==> src/rtl/lat_meas_pkg.sv <==
// Shared types and helpers for the input-to-photon latency tester.
package lat_meas_pkg;

  typedef enum logic [2:0] {
    StIdle,
    StRearm,
    StWaitTrig,
    StRun,
    StDone
  } lat_state_t;

  localparam int unsigned LAT_TICK_DIV_DEFAULT = 270;

  // Accumulator width that can hold 2^log2_samples full-scale samples.
  function automatic int unsigned lat_sum_width(input int unsigned res_w,
                                                input int unsigned log2_samples);
    return res_w + log2_samples;
  endfunction

endpackage

==> src/rtl/lat_meas_stats.sv <==
// Per-session min/max/sum/count accumulators for latency samples.
module lat_meas_stats import lat_meas_pkg::*; #(
  parameter int unsigned RES_W        = 16,
  parameter int unsigned LOG2_SAMPLES = 3,
  localparam int unsigned SumW        = lat_sum_width(RES_W, LOG2_SAMPLES),
  localparam int unsigned CntW        = LOG2_SAMPLES + 1
) (
  input  logic             clk_i,
  input  logic             rst_ni,
  input  logic             clear_i,
  input  logic             sample_valid_i,
  input  logic [RES_W-1:0] sample_i,
  output logic [RES_W-1:0] min_o,
  output logic [RES_W-1:0] max_o,
  output logic [SumW-1:0]  sum_o,
  output logic [CntW-1:0]  count_o
);

  logic [RES_W-1:0] min_q, min_d, max_q, max_d;
  logic [SumW-1:0]  sum_q, sum_d;
  logic [CntW-1:0]  count_q, count_d;

  always_comb begin
    min_d   = min_q;
    max_d   = max_q;
    sum_d   = sum_q;
    count_d = count_q;
    if (clear_i) begin
      min_d   = '1;
      max_d   = '0;
      sum_d   = '0;
      count_d = '0;
    end else if (sample_valid_i) begin
      if (sample_i < min_q) min_d = sample_i;
      if (sample_i > max_q) max_d = sample_i;
      sum_d   = sum_q + SumW'(sample_i);
      count_d = count_q + CntW'(1);
    end
  end

  always_ff @(posedge clk_i or negedge rst_ni) begin
    if (!rst_ni) begin
      min_q   <= '1;
      max_q   <= '0;
      sum_q   <= '0;
      count_q <= '0;
    end else begin
      min_q   <= min_d;
      max_q   <= max_d;
      sum_q   <= sum_d;
      count_q <= count_d;
    end
  end

  assign min_o   = min_q;
  assign max_o   = max_q;
  assign sum_o   = sum_q;
  assign count_o = count_q;

endmodule

==> src/rtl/lat_meas.sv <==
// Multi-sample input-to-photon latency tester: trigger-to-sensor tick counting with
// per-session statistics, plus VSYNC-aligned capture of the test-pattern mode.
module lat_meas import lat_meas_pkg::*; #(
  parameter int unsigned RES_W        = 16,
  parameter int unsigned TICK_DIV     = LAT_TICK_DIV_DEFAULT,
  parameter int unsigned LOG2_SAMPLES = 3
) (
  input  logic                    clk27,
  input  logic                    reset_n,
  input  logic                    active,
  input  logic                    armed,
  input  logic                    sensor,
  input  logic                    trigger,
  input  logic                    VSYNC_in,
  input  logic [1:0]              mode_in,
  output logic [1:0]              mode_synced,
  output logic                    busy,
  output logic                    done,
  output logic [LOG2_SAMPLES:0]   sample_cnt,
  output logic [RES_W-1:0]        result_last,
  output logic [RES_W-1:0]        result_min,
  output logic [RES_W-1:0]        result_max,
  output logic [RES_W-1:0]        result_avg,
  output logic                    timeout
);

  localparam int unsigned SumW = lat_sum_width(RES_W, LOG2_SAMPLES);
  localparam int unsigned CntW = LOG2_SAMPLES + 1;
  localparam int unsigned PreW = $clog2(TICK_DIV);
  localparam logic [PreW-1:0] PreLast = PreW'(TICK_DIV - 1);
  localparam logic [CntW-1:0] LastIdx = CntW'((1 << LOG2_SAMPLES) - 1);

  lat_state_t       state_q, state_d;
  logic [1:0]       sens_q;
  logic [2:0]       vs_q;
  logic [1:0]       mode_q;
  logic [PreW-1:0]  presc_q, presc_d;
  logic [RES_W-1:0] tick_q, tick_d;
  logic [RES_W-1:0] last_q, last_d, avg_q, avg_d;
  logic             timeout_q, timeout_d;

  logic             sensor_s, enable, sat, run_exit;
  logic [SumW-1:0]  stats_sum, sum_next;
  logic [CntW-1:0]  stats_cnt;

  assign sensor_s = sens_q[1];
  assign enable   = active & armed;
  assign sat      = (tick_q == {RES_W{1'b1}});
  assign run_exit = (state_q == StRun) & (~sensor_s | sat);
  // Sum including the sample being recorded, so the average is ready with done.
  assign sum_next = stats_sum + SumW'(tick_q);

  always_comb begin
    state_d   = state_q;
    presc_d   = '0;
    tick_d    = '0;
    last_d    = last_q;
    avg_d     = avg_q;
    timeout_d = timeout_q;
    if (!enable) begin
      state_d   = StIdle;
      last_d    = '0;
      avg_d     = '0;
      timeout_d = 1'b0;
    end else begin
      unique case (state_q)
        StIdle:     state_d = StRearm;
        StRearm:    if (sensor_s && !trigger) state_d = StWaitTrig;
        StWaitTrig: if (trigger && sensor_s) state_d = StRun;
        StRun: begin
          if (run_exit) begin
            last_d    = tick_q;
            timeout_d = timeout_q | sat;
            if (stats_cnt == LastIdx) begin
              state_d = StDone;
              avg_d   = sum_next[SumW-1:LOG2_SAMPLES];
            end else begin
              state_d = StRearm;
            end
          end else if (presc_q == PreLast) begin
            tick_d = tick_q + RES_W'(1);
          end else begin
            presc_d = presc_q + PreW'(1);
            tick_d  = tick_q;
          end
        end
        StDone:     avg_d = stats_sum[SumW-1:LOG2_SAMPLES];
        default:    state_d = StIdle;
      endcase
    end
  end

  always_ff @(posedge clk27 or negedge reset_n) begin
    if (!reset_n) begin
      state_q   <= StIdle;
      sens_q    <= 2'b11;
      vs_q      <= '0;
      mode_q    <= '0;
      presc_q   <= '0;
      tick_q    <= '0;
      last_q    <= '0;
      avg_q     <= '0;
      timeout_q <= 1'b0;
    end else begin
      state_q   <= state_d;
      sens_q    <= {sens_q[0], sensor};
      vs_q      <= {vs_q[1:0], VSYNC_in};
      if (vs_q[2] && !vs_q[1]) mode_q <= mode_in;
      presc_q   <= presc_d;
      tick_q    <= tick_d;
      last_q    <= last_d;
      avg_q     <= avg_d;
      timeout_q <= timeout_d;
    end
  end

  lat_meas_stats #(
    .RES_W        (RES_W),
    .LOG2_SAMPLES (LOG2_SAMPLES)
  ) u_stats (
    .clk_i          (clk27),
    .rst_ni         (reset_n),
    .clear_i        (~enable),
    .sample_valid_i (run_exit & enable),
    .sample_i       (tick_q),
    .min_o          (result_min),
    .max_o          (result_max),
    .sum_o          (stats_sum),
    .count_o        (stats_cnt)
  );

  assign mode_synced = mode_q;
  assign busy        = (state_q == StRun);
  assign done        = (state_q == StDone);
  assign sample_cnt  = stats_cnt;
  assign result_last = last_q;
  assign result_avg  = avg_q;
  assign timeout     = timeout_q;

endmodule

==> config.mk <==
export PLATFORM = sky130hd
export DESIGN_NAME = lat_meas
export DESIGN_NICKNAME = d
export VERILOG_FILES = /design/src/rtl/lat_meas_pkg.sv /design/src/rtl/lat_meas_stats.sv /design/src/rtl/lat_meas.sv
export SDC_FILE = /design/constraint.sdc
export NUM_CORES = 1
export LEC_CHECK = 0
export ABC_CLOCK_PERIOD_IN_PS = 2300
export CAP_MARGIN = 20
export CELL_PAD_IN_SITES_DETAIL_PLACEMENT = 1
export CELL_PAD_IN_SITES_GLOBAL_PLACEMENT = 2
export CORE_MARGIN = 2
export CORE_UTILIZATION = 36
export CTS_CLUSTER_DIAMETER = 200
export DETAILED_ROUTE_END_ITERATION = 6
export DONT_BUFFER_PORTS = 1
export HOLD_SLACK_MARGIN = 0.06
export PLACE_DENSITY_LB_ADDON = 0.1
export SYNTH_ARGS = -nofsm -noshare
export SYNTH_HDL_FRONTEND = slang
export SYNTH_SLANG_ARGS = --single-unit
==> constraint.sdc <==
create_clock -name clk27 -period 2.3 [get_ports clk27]
set_input_delay 0.69 -clock clk27 [delete_from_list [all_inputs] [get_ports clk27]]
set_output_delay 0.69 -clock clk27 [all_outputs]
set_load 0.03 [all_outputs]
After elaboration in Yosys (flattened, before gate mapping)
Index checks and enable logic that the tools add are counted.

Equal/unequal tests: 19. Magnitude comparators: 2. Multiply operators: 0. Bitwise gates (word level): 6. Divide/modulo/power cells: 0. Shifts and indexed selects: 0. Reductions and logical operators: 11. Add/sub/neg operators: 4. Mux-type cells: 34.

Operators with widths (number): two-way mux 16 bit (16); two-way mux 19 bit (2); two-way mux 9 bit (4); case mux 16 bit (2 select lines) (1); adder 19 x 16 -> 19 bit (1); adder 16 x 1 -> 16 bit, second input constant (1); == test 16 bit, second input constant (1); greater-than comparator 16 bit (1); less-than comparator 16 bit (1); two-way mux 3 bit (5); case mux 3 bit (5 select lines) (1); adder 9 x 1 -> 9 bit, second input constant (1); == test 9 bit, second input constant (1); inequality test 3 bit, second input constant (3); two-way mux 4 bit (2); inequality test 2 x 1 -> 1 bit, second input constant (4); == test 3 x 2 -> 1 bit, second input constant (2); inequality test 3 x 2 -> 1 bit, second input constant (2); AND reduction 2 bit (3); adder 4 x 1 -> 4 bit, second input constant (1); == test 4 x 3 -> 1 bit, second input constant (1); inequality test 2 bit, second input constant (2); inequality test 4 x 2 -> 1 bit, second input constant (1); AND reduction 4 bit (1); other kinds (10) (18).

Memory bits (read-only): 0. Memories: 0. Bits in writable memories: 0. Register bits: 123. Bits in latches: 0. Logic and storage cells: 89. Output and inout bits: 73.

Longest topological paths before layout
Depth in word-level cells: 6. Gate-level depth with buffers: 9. Depth with buffers taken out: 8.

Cells and area by module
A second synthesis with hierarchy kept.

Cell total of the unflattened synthesis: 819. Area total of the unflattened synthesis: 7863.8 um^2.

Modules (own cells, without submodules): lat_meas_stats (area each 4010.1 um^2, cells an instance 437, instances 1, seq. area each 1396.3 um^2); lat_meas (area each 3853.7 um^2, cells an instance 382, instances 1, seq. area each 1704.1 um^2).

Least setup slack after synthesis
OpenSTA, ideal clock, no wires.

Path kind: register to register. From: register u_stats.max_q[12] (netlist: u_stats.max_o[12]). To: register u_stats.max_q[9] (netlist: u_stats.max_o[9]). Clock period less this slack: 2.393 ns. Data required time: 2.222 ns. Data arrival time: 2.315 ns. Library setup time: 0.078 ns. Slack: -0.093 ns. Stages on the path, launching flop included: 10. Cell sequence: dfrtp_1 > inv_1 > ha_1 > nand4_1 > nor4_1 > a21boi_0 > o31a_1 > clkbuf_1 > nand3_1 > a21oi_1.

Longest elaborated chain between the ends: 3.

RTL lines: start: declaration (line lat_meas_stats.sv:19) `logic [RES_W-1:0] min_q, min_d, max_q, max_d;`; start signal: assignment (line lat_meas_stats.sv:49) `max_q <= max_d;`; greater-than comparator 16 bit (line lat_meas_stats.sv:35) `if (sample_i > max_q) max_d = sample_i;`; inequality test 2 x 1 -> 1 bit (no source line); AND reduction 2 bit (no source line).

Every way passes these cells. A chain may end at the register's enable or synchronous reset.

Final worst setup path
From: register tick_q[11]. To: register u_stats.sum_q[12] (netlist: u_stats.sum_o[12]).

Longest elaborated chain between the ends: 5. Elaborated cells on any way between the ends: 8. Those cells by class: 1 x add/sub; 2 x eq/ne; 2 x mux; 3 x bitwise.

RTL lines: start: declaration (line lat_meas.sv:38) `logic [RES_W-1:0] tick_q, tick_d;`; start signal: assignment (line lat_meas.sv:110) `tick_q <= tick_d;`; parallel branches: the longest is 5 deep, another holds adder 19 x 16 -> 19 bit; end signal: assignment (line lat_meas_stats.sv:50) `sum_q <= sum_d;`; end: declaration (line lat_meas_stats.sv:20) `logic [SumW-1:0] sum_q, sum_d;`.

Several ways; the timed one is not identified. The select of a mux whose other input is x is not followed.

==> PnR_summary.wiki <==
{| class="wikitable"
! Metric !! Value
|-
| Status || finished with violations
|-
| Failing checks || negative hold slack, negative setup slack
|-
| Post-route DRC violation count || 0
|-
| Final count of pins violating max slew || 0
|-
| Final layout net count || 974
|-
| Proportion of layout cells with a drive suffix above 1 || 0.339
|-
| First-pass iteration count of the detailed router || 4
|-
| Worst Setup End Kind || flop
|-
| Post-route worst hold slack || -45.6 ps
|-
| Area grow syn2layout || 40.6%
|-
| Maximum Capacitance Violations || 0
|-
| Critical path required time || 2620 ps
|-
| Total nets after synthesis || 838
|-
| Final setup vio count || 13
|-
| Vias/cell || 5.45
|-
| Launching instance or port of the critical path || tick_q[11]
|-
| Boundary pin count || 82
|-
| Largest net degree at the start of global routing || 124
|-
| Cell with the most instances after synthesis || sky130_fd_sc_hd__dfrtp_1
|-
| Detailed-route wire length || 25.7 mm
|-
| Top cells by count, synth || 105 x sky130_fd_sc_hd__dfrtp_1, 100 x sky130_fd_sc_hd__nand2_1, 81 x sky130_fd_sc_hd__a21oi_1
|-
| Share of synthesized registers carrying an async set or reset || 1.00
|-
| Crit Reg-Reg Endpoint || u_stats.sum_o[12]
|-
| Final Hold Violating Endpoints || 81
|-
| Top cells by area, synth || sky130_fd_sc_hd__dfrtp_1 38%, sky130_fd_sc_hd__ha_1 9.2%, sky130_fd_sc_hd__dfstp_2 6.8%, sky130_fd_sc_hd__a21oi_1 5.8%, sky130_fd_sc_hd__nand2_1 5.4%
|-
| Period utilization || 1.02
|-
| Share of the synthesized area in the top cell type || 0.377
|-
| Distinct cell type count of the synthesized netlist || 59
|-
| Worst-case vdd ir drop || 0.498 mV
|-
| Most common flop cell mapped by yosys || sky130_fd_sc_hd__dfrtp_1
|-
| Clock-pin slew of the registers on the worst-case setup and hold paths || 70 ps
|-
| Remaining antenna violation count || 0
|-
| Worst-Margin Slew || 565 ps
|-
| Achievable frequency || 425 MHz
|-
| Fill cell count || 2113
|-
| Number of H-tree levels || 4
|-
| Detailed Place HPWL || 17.0 mm
|-
| Fin worst setup slack || -53.0 ps
|-
| Sequential element share of the synthesized area || 0.445
|-
| Setup Skew || 14.4 ps
|-
| Lkg Pwr || 4.33 nW
|-
| Class of the tightest hold or removal check || input pin to async pin
|-
| Clock Sink Count || 123
|-
| Number of register bits inferred by synthesis || 123
|-
| GP Congestion || 0.866
|-
| Post-layout min period || 2350 ps
|-
| Wire length of the first global-routing pass || 38.4 mm
|-
| Horizontal die dimension || 143 um
|-
| Initial drt markers || 257
|-
| Reg2Reg Setup Slack || -50 ps
|-
| Start of the worst register-to-register path || tick_q[11]
|-
| Count of mapped cells out of synthesis || 777
|-
| Startpoint-to-endpoint class of the critical path || flop to flop
|-
| Buffers on Ports || 0
|-
| Core Region || 18800 um^2
|-
| Number of antenna repair diodes || 0
|-
| Number of buffers on the longest clock path || 2
|-
| Reg2Reg Depth || 9
|-
| TritonCTS clock tree || built
|-
| Total global routing overflow || 0
|-
| Effective utilization at floorplan || 0.370
|-
| Post-DR wirelength/cell || 21.6 um
|-
| Setup repair after global routing missed its margin || true
|-
| Initial antenna violation count || 0
|-
| Number of global-route vias before repair || 6992
|-
| Synth Area per Inst || 8.97 um^2
|-
| Utilization after layout || 0.521
|-
| Headroom to the max-slew limit || 0.623
|-
| Synth Cell Area || 6970 um^2
|-
| Die Ht || 143 um
|-
| Master cell of the clock root buffer || sky130_fd_sc_hd__clkbuf_16
|-
| Routed via count || 6458
|-
| Number of enable-type register cells in the synthesized netlist || 0
|-
| Count of synthesis-stage warnings from yosys || 0
|-
| Power per cell area || 523 nW/um^2
|-
| End of the critical path || u_stats.sum_o[12]
|-
| Clock buffer count from CTS || 17
|-
| All-layer global routing usage || 0.246
|-
| Peak fanout along the critical path || 6
|-
| Power after layout || 0.00513 W
|-
| Cell type with the highest aggregate area in the netlist || sky130_fd_sc_hd__dfrtp_1
|-
| Number of placement rows || 50
|-
| Total Die Area || 20500 um^2
|-
| Arrival time at the worst endpoint || 2680 ps
|-
| Worst Setup Start Kind || flop
|-
| Clock network latency to the later pin of the worst-skew pair || 430 ps
|}
-- layer usage --
layer  vias to the layer above  GRT usage  wire length [um]
li1                       3012          -                 -
met1                      3270      0.320             11400
met2                       129      0.407             12500
met3                        47     0.0433               993
met4                         0     0.0959               806
met5                         -          0                 0
-- worst min path at each step --
stage,from,endpoint,slack (ps)
finish,reset_n,tick_q[13],-50
global route,reset_n,u_stats.max_o[11],-60
floorplan,vs_q[0],vs_q[1],330
CTS,reset_n,tick_q[13],-60
global placement,vs_q[0],vs_q[1],330
detailed placement,vs_q[0],vs_q[1],350
-- area by class of cell --
class | count | area [um^2] | area share
Inverter | 40 | 151 | 0.0154
Multi-Input combinational cell | 571 | 4100 | 0.418
Tap cell | 260 | 325 | 0.0332
Clock inverter | 15 | 176 | 0.0180
Clock buffer | 17 | 425 | 0.0434
Sequential cell | 123 | 3120 | 0.318
Timing Repair Buffer | 160 | 1510 | 0.154
-- sequential cells by signal, summed over array words and instances (netlist names) --
| signal | count |
|---|---|
| sens_q | 2 |
| state_q | 3 |
| timeout | 1 |
| vs_q | 3 |
| u_stats.count_o | 4 |
| tick_q | 16 |
| u_stats.min_o | 16 |
| result_avg | 16 |
| mode_synced | 2 |
| u_stats.max_o | 16 |
| u_stats.sum_o | 19 |
| presc_q | 9 |
| result_last | 16 |
-- logic make-up (layout without fill, tap and decap cells) --
family / Yosys count / after routing / synth area share
AO/OA/AOI/OAI: 199 / 199 / 0.169
XOR/XNOR: 38 / 38 / 0.0477
adder cells (fa/ha/maj): 52 / 52 / 0.0944
buffers and inverters: 83 / 232 / 0.0477
flip-flops: 123 / 123 / 0.445
multiplexers: 10 / 10 / 0.0147
AND/OR/NAND/NOR: 272 / 272 / 0.182
-- worst max-delay path: stages, from the launching register on --
cell and delay [ps]:
sky130_fd_sc_hd__dfrtp_1 420, sky130_fd_sc_hd__buf_4 220, sky130_fd_sc_hd__ha_1 320, sky130_fd_sc_hd__buf_4 160
sky130_fd_sc_hd__a21oi_1 260, sky130_fd_sc_hd__o21ai_0 220, sky130_fd_sc_hd__a21oi_4 230, sky130_fd_sc_hd__xor2_2 190
sky130_fd_sc_hd__o21ai_1 70, sky130_fd_sc_hd__and2_1 160
-- through the flow --
step / worst slack [ps] / cell area [um^2] / hold slack (ps) / TNS, ps / std cells
floorplan: 9.67 / 7030 / 331 / 0 / 777
global placement: -273 / 8270 / 334 / -4970 / 1126
detailed placement: -329 / 8270 / 350 / -8140 / 1126
CTS: -3.67 / 9070 / -59.5 / -3.67 / 1165
global route: -194 / 9810 / -60.6 / -4160 / 1186
finish: -53.0 / 9810 / -45.6 / -195 / 1186
-- cell usage in the layout, fill, tap and decap left out, types with 5 or more instances in the layout --
cell | synthesis | routed
sky130_fd_sc_hd__a211oi_2 | 0 | 5
sky130_fd_sc_hd__a21o_1 | 11 | 11
sky130_fd_sc_hd__a21oi_1 | 81 | 55
sky130_fd_sc_hd__a21oi_2 | 0 | 24
sky130_fd_sc_hd__and2_1 | 6 | 6
sky130_fd_sc_hd__buf_12 | 0 | 11
sky130_fd_sc_hd__buf_4 | 2 | 126
sky130_fd_sc_hd__buf_6 | 0 | 16
sky130_fd_sc_hd__clkbuf_16 | 0 | 23
sky130_fd_sc_hd__dfrtp_1 | 105 | 91
sky130_fd_sc_hd__dfrtp_2 | 0 | 14
sky130_fd_sc_hd__dfstp_2 | 18 | 18
sky130_fd_sc_hd__ha_1 | 51 | 37
sky130_fd_sc_hd__ha_4 | 0 | 14
sky130_fd_sc_hd__inv_1 | 39 | 39
sky130_fd_sc_hd__inv_6 | 0 | 8
sky130_fd_sc_hd__mux2i_1 | 8 | 8
sky130_fd_sc_hd__nand2_1 | 100 | 95
sky130_fd_sc_hd__nand2_2 | 0 | 5
sky130_fd_sc_hd__nand3_1 | 66 | 60
sky130_fd_sc_hd__nand3_2 | 1 | 6
sky130_fd_sc_hd__nand4_1 | 17 | 17
sky130_fd_sc_hd__nor2_1 | 49 | 49
sky130_fd_sc_hd__nor3_1 | 5 | 5
sky130_fd_sc_hd__o21ai_0 | 60 | 44
sky130_fd_sc_hd__o21ai_1 | 0 | 10
sky130_fd_sc_hd__o21ai_2 | 0 | 5
sky130_fd_sc_hd__o22ai_1 | 6 | 5
sky130_fd_sc_hd__xnor2_1 | 20 | 18
sky130_fd_sc_hd__xor2_1 | 18 | 16
-- where the power goes --
group / switching, W / total, W / internal, W
sequential: 0.0000290 / 0.00221 / 0.00218
clock: 0.00116 / 0.00279 / 0.00164
combinational: 0.0000804 / 0.000122 / 0.0000414
-- repair_timing --
item | CTS | global route
pin swaps | 19 | 37
endpoints found under the hold margin | 105 | 105
gates resized for setup | 33 | 99
buffers inserted | 7 | 14
gates cloned | 0 | 7
setup endpoints to repair | 64 | 75
(Power assumes the default switching activity.)
